===== src/rtl/door_motor_ctrl.sv =====
// Up/down door motor controller: edge-triggered button, pause/reverse, travel watchdog, latched fault.
// Optional macro OBSTRUCT_REVERSE_EN: obstruction during downward travel reverses the door.
module door_motor_ctrl #(
    parameter int TIMEOUT_CYCLES = 1000
) (
    input  logic       CLK,
    input  logic       RST,
    input  logic       Ac,
    input  logic       Up_Max,
    input  logic       Dn_Max,
    input  logic       Obs,
    output logic       UP_M,
    output logic       Dn_M,
    output logic       Fault,
    output logic [2:0] state_o
);

    localparam int CNT_W = $clog2(TIMEOUT_CYCLES);
    localparam logic [CNT_W-1:0] TIMER_LAST = CNT_W'(TIMEOUT_CYCLES - 1);

    typedef enum logic [2:0] {
        IDLE  = 3'd0,
        MV_UP = 3'd1,
        MV_DN = 3'd2,
        STOP  = 3'd3,
        FAULT = 3'd4
    } state_t;

    localparam logic DIR_UP = 1'b0;
    localparam logic DIR_DN = 1'b1;

    state_t           state_reg, state_next;
    logic [CNT_W-1:0] timer_reg, timer_next;
    logic             last_dir_reg, last_dir_next;
    logic             ac_q_reg;
    logic             up_m_reg, dn_m_reg, fault_reg;
    logic             ac_rise;
    logic             both_lim;
    logic             obs_rev;

`ifdef OBSTRUCT_REVERSE_EN
    assign obs_rev = Obs;
`else
    logic obs_unused;
    assign obs_unused = Obs;
    assign obs_rev    = 1'b0;
`endif

    assign ac_rise  = Ac & ~ac_q_reg;
    assign both_lim = Up_Max & Dn_Max;

    always_comb begin
        state_next    = state_reg;
        timer_next    = timer_reg;
        last_dir_next = last_dir_reg;
        case (state_reg)
            IDLE: begin
                if (ac_rise) begin
                    timer_next = '0;
                    if (both_lim)    state_next = FAULT;
                    else if (Up_Max) state_next = MV_DN;
                    else             state_next = MV_UP;
                end
            end
            MV_UP: begin
                if (both_lim)                     state_next = FAULT;
                else if (Up_Max)                  state_next = IDLE;
                else if (timer_reg == TIMER_LAST) state_next = FAULT;
                else if (ac_rise) begin
                    state_next    = STOP;
                    last_dir_next = DIR_UP;
                end else begin
                    timer_next = timer_reg + CNT_W'(1);
                end
            end
            MV_DN: begin
                if (both_lim)    state_next = FAULT;
                else if (Dn_Max) state_next = IDLE;
                else if (obs_rev) begin
                    state_next = MV_UP;
                    timer_next = '0;
                end
                else if (timer_reg == TIMER_LAST) state_next = FAULT;
                else if (ac_rise) begin
                    state_next    = STOP;
                    last_dir_next = DIR_DN;
                end else begin
                    timer_next = timer_reg + CNT_W'(1);
                end
            end
            STOP: begin
                if (both_lim) state_next = FAULT;
                else if (ac_rise) begin
                    timer_next = '0;
                    state_next = (last_dir_reg == DIR_UP) ? MV_DN : MV_UP;
                end
            end
            FAULT: begin
                if (ac_rise && (Up_Max ^ Dn_Max)) state_next = IDLE;
            end
            default: state_next = IDLE;
        endcase
    end

    // ac_q tracks Ac even during reset so a button held through reset is not seen as a fresh press.
    always_ff @(posedge CLK) begin
        ac_q_reg <= Ac;
        if (RST) begin
            state_reg    <= IDLE;
            timer_reg    <= '0;
            last_dir_reg <= DIR_UP;
            up_m_reg     <= 1'b0;
            dn_m_reg     <= 1'b0;
            fault_reg    <= 1'b0;
        end else begin
            state_reg    <= state_next;
            timer_reg    <= timer_next;
            last_dir_reg <= last_dir_next;
            up_m_reg     <= (state_next == MV_UP);
            dn_m_reg     <= (state_next == MV_DN);
            fault_reg    <= (state_next == FAULT);
        end
    end

    assign UP_M    = up_m_reg;
    assign Dn_M    = dn_m_reg;
    assign Fault   = fault_reg;
    assign state_o = state_reg;

endmodule


===== config.mk =====
export PLATFORM = sky130hd
export DESIGN_NAME = door_motor_ctrl
export DESIGN_NICKNAME = d
export VERILOG_FILES = /design/src/rtl/door_motor_ctrl.sv
export SDC_FILE = /design/constraint.sdc
export NUM_CORES = 1
export LEC_CHECK = 0
export CAP_MARGIN = 15
export CORE_UTILIZATION = 30
export DETAILED_ROUTE_END_ITERATION = 10
export SYNTH_ARGS = -nofsm -noshare
export SYNTH_HDL_FRONTEND = slang
export SYNTH_SLANG_ARGS = --single-unit

===== constraint.sdc =====
create_clock -name CLK -period 5.5 [get_ports CLK]
set_clock_uncertainty 0.2 [all_clocks]
set_input_delay 0.825 -clock CLK [delete_from_list [all_inputs] [get_ports CLK]]
set_output_delay 0.825 -clock CLK [all_outputs]
set_load 0.01 [all_outputs]

==> metrics <==
type of the tightest min-delay check=flop to flop; end point of the most critical hold path=timer_reg[8]$_SDFFE_PP0P_; post-CTS sizing=0; number of distinct library cells after synthesis=47; HPWL reported at the end of detailed placement=between 1500 and 2000 um; Area Growth Syn to Fin=15.2%; router iterations before antenna repair=5; clock latency at the later pin of the worst-skew pair=around 0.27 ns; RSZ-0062 raised after global routing=no; Setup Viol. Count Final=0; TritonCTS buffer count=3; post-route DRC violation count=0; GRT Util Overall=13.9%; Reg2Reg Depth=5; number of sinks on the clock net=18; DIE AREA=just over 4000 um^2; number of buffers added on ports=10; Initial DRC Count=54; post-synth top area cell=dfxtp_1; start-to-end type of the worst setup path=input port to flop; average size of a mapped cell=8.40 um^2; summed area of non-filler cells in the final layout=between 1000 and 1500 um^2; post-cts hold buffer count=0; top post-synthesis cells by area=dfxtp_1 (32%), a21oi_1 (5.7%), nor3_1 (4.0%); worst reg2reg path startpoint=state_o[1]$_SDFF_PP0_; detailed-route wire length=2490 um; switching share of power=between 20% and 30%; worst IR drop on VDD=slightly below 0.00009 V; global-route wire length before repair=4380 um; power share of the combinational group=a little under a fifth; fraction of layout instances using a drive strength above 1=just over 9%; global-route congestion overflow total=0; fin crit period=approximately 3.0 ns; highest net fanout along the worst path=15; power density relative to cell area=around 240 nW/um^2; Initial Utilization=roughly a third; share of synthesized cell area in full adder, half adder and majority cells=under 10%; final clock period utilization by the worst path=55.1%; routed via count=~1.1k; element type at the critical path end=flop; count of yosys warnings during synthesis=0; DP Area=about 1300 um^2; final number of hold-violating endpoints=0; power spent charging and discharging nets=0.0893 mW; run status=finished, final reports clean; total area of multi-input combinational cells=729 um^2; Largest register FFs=10; startpoint type of the worst setup path=input port; Sum Neg Setup Slack=0 ns; pin count of the biggest net entering global routing=16; maximum achievable frequency=roughly 0.33 GHz; Clock Power Share=36.3%; fraction of the yosys area taken by sequential cells=31.8%; number of filler cells placed in the layout=351; Post CTS Setup Buffer Count=0; post-synthesis share of cell area spent on and, or, nand and nor gates=around 34%; Post-layout nets=153; Max Transition Viols Final=0; post-synth design cell area=1130 um^2; fraction of the mapped netlist area in compound gates=25.4%; WL per Instance=~13 um; FFs w/ async S/R, synth=0%; weighted congestion at the end of routability-driven global placement=roughly 0.81; CTS root buf=clkbuf_8; CTS tree=done; Crit path arrival time=about 3 ns; number of buffers on the longest clock path=2; Leak Pwr=about 0.41 nW; proportion of synthesized area in mux cells=0%; combinational family with the most area after synthesis=simple AND/OR/NAND/NOR gates; sequential fraction of design power=about 46%; synthesized-area fraction occupied by xor and xnor cells=between 1 and 1.5%; Syn Nets=about 140; antenna violations before repair=0; Sequential Area=approximately 360 um^2; count of inserted antenna diode cells=0; WP data required=about 5.5 ns; depth of the worst hold-timing path=2; flip-flop and latch count after synthesis=18; Most used DFF post-synth=dfxtp_1; Yosys top cell area share=31.8%; worst relative slew slack=around 58%; Post-synth EDFFs=0; clock transition time at the flip-flop clock pins of the worst setup and hold paths=~0.07 ns; # Max-Cap Violations=0; setup slack of the most critical reg-to-reg path=~3.2 ns; internal power contribution=approximately 0.22 mW; number of instances in the synthesized netlist=about 140; row count=21; H-tree levels=1; num ports=12; Vert. Die Dim=around 63 um; end of the worst register-to-register path=timer_reg[5]$_SDFFE_PP0P_; critical hold path startpoint=timer_reg[8]$_SDFFE_PP0P_; actual slew at the worst max-slew pin=0.629 ns; number of global-route vias before repair=929; post-route antenna net violation count=0; core area=about 3500 um^2; Horiz. Die Dim=about 63 um; via count normalized by instance count=roughly 5.7
metrics by stage:
stage                     worst slack (ns)  utilization (%)  hold WS, ns  power, mW  std cells
after floorplan                       3.08                -        0.261      0.185        135
after global placement                2.24             36.1        0.276      0.200        185
after detailed placement              2.20             36.1        0.288      0.201        185
after CTS                             2.46             37.7        0.301      0.313        189
after global routing                  2.35             37.7        0.336      0.328        189
final                                 2.47             37.7        0.295      0.311        189
power groups by stage:
stage | logic (mW) | clock network [mW] | registers (mW)
4_1_cts | 0.0562 | 0.115 | 0.142
5_1_grt | 0.0619 | 0.123 | 0.143
3_3_place_gp | 0.0552 | 0 | 0.145
3_5_place_dp | 0.0557 | 0 | 0.145
2_1_floorplan | 0.0426 | 0 | 0.142
6_report | 0.0563 | 0.113 | 0.142
critical path, stage by stage:
cell	delay, ns
clkdlybuf4s50_1	0.52
ha_1	0.37
o21ai_0	0.35
nand2_2	0.25
or4_1	0.54
a21oi_1	0.16
final cells by class:
class	instances	area share (%)
Clock buffer	4	4.21
Sequential cell	18	27.6
Multi-Input combinational cell	110	55.8
Tap cell	46	4.41
Inverter	1	0.287
Timing Repair Buffer	10	7.66
metal layers:
layer  global-route usage, %  vias up  wire [um]
met1                    18.8      486       1200
met4                    8.52        0         58
met5                       0        -          0
met3                    2.36        5        155
li1                        -      535          -
met2                    20.3       45       1080
kinds of logic (layout without fill, tap and decap cells):
group | Yosys count | after routing
and+or+nand+nor | 64 | 64
buffers and inverters | 7 | 15
adders and majority gates | 3 | 3
xor gates and xnor gates | 1 | 1
DFF | 18 | 18
AOI/OAI and AO/OA | 42 | 42
placed cells by master (no fill, tap or decap), types with 3 or more instances in the layout:
cell             synthesis  final
o21ai_1                  3      3
nand2_1                  8      8
and4_1                   3      3
dfxtp_1                 18     18
nor2_1                  11     11
or4_1                    5      5
ha_1                     3      3
a21oi_1                 13     13
o31ai_1                  5      5
o21ai_0                  5      5
nor3_1                   9      9
clkbuf_8                 0      4
nand3_1                  5      5
nor2b_1                  3      3
a31oi_1                  3      3
clkdlybuf4s50_1          0     10
nor3b_1                  3      3
cells in the mapped netlist, drive strengths merged, types with 2 or more instances:
library cell,count
and2,2
nor3b,3
ha,3
or2,2
or4,5
a21oi,13
nand4,2
o31ai,5
nand3,5
dfxtp,18
nor3,10
nor2,11
nor2b,4
nand2,9
o21ai,9
clkbuf,2
and3,2
a31oi,3
and4,3
buf,4
worst max-delay path by stage:
stage / startpoint / to / slack, ns / cells past startpoint
2_1_floorplan: Up_Max / timer_reg[8]$_SDFFE_PP0P_ / 3.08 / 5
3_3_place_gp: Dn_Max / timer_reg[6]$_SDFFE_PP0P_ / 2.24 / 6
3_5_place_dp: Up_Max / timer_reg[6]$_SDFFE_PP0P_ / 2.20 / 6
4_1_cts: Up_Max / timer_reg[5]$_SDFFE_PP0P_ / 2.46 / 6
5_1_grt: Up_Max / timer_reg[5]$_SDFFE_PP0P_ / 2.35 / 6
6_report: Up_Max / timer_reg[5]$_SDFFE_PP0P_ / 2.47 / 6
Power figures use the tool's default switching activity.
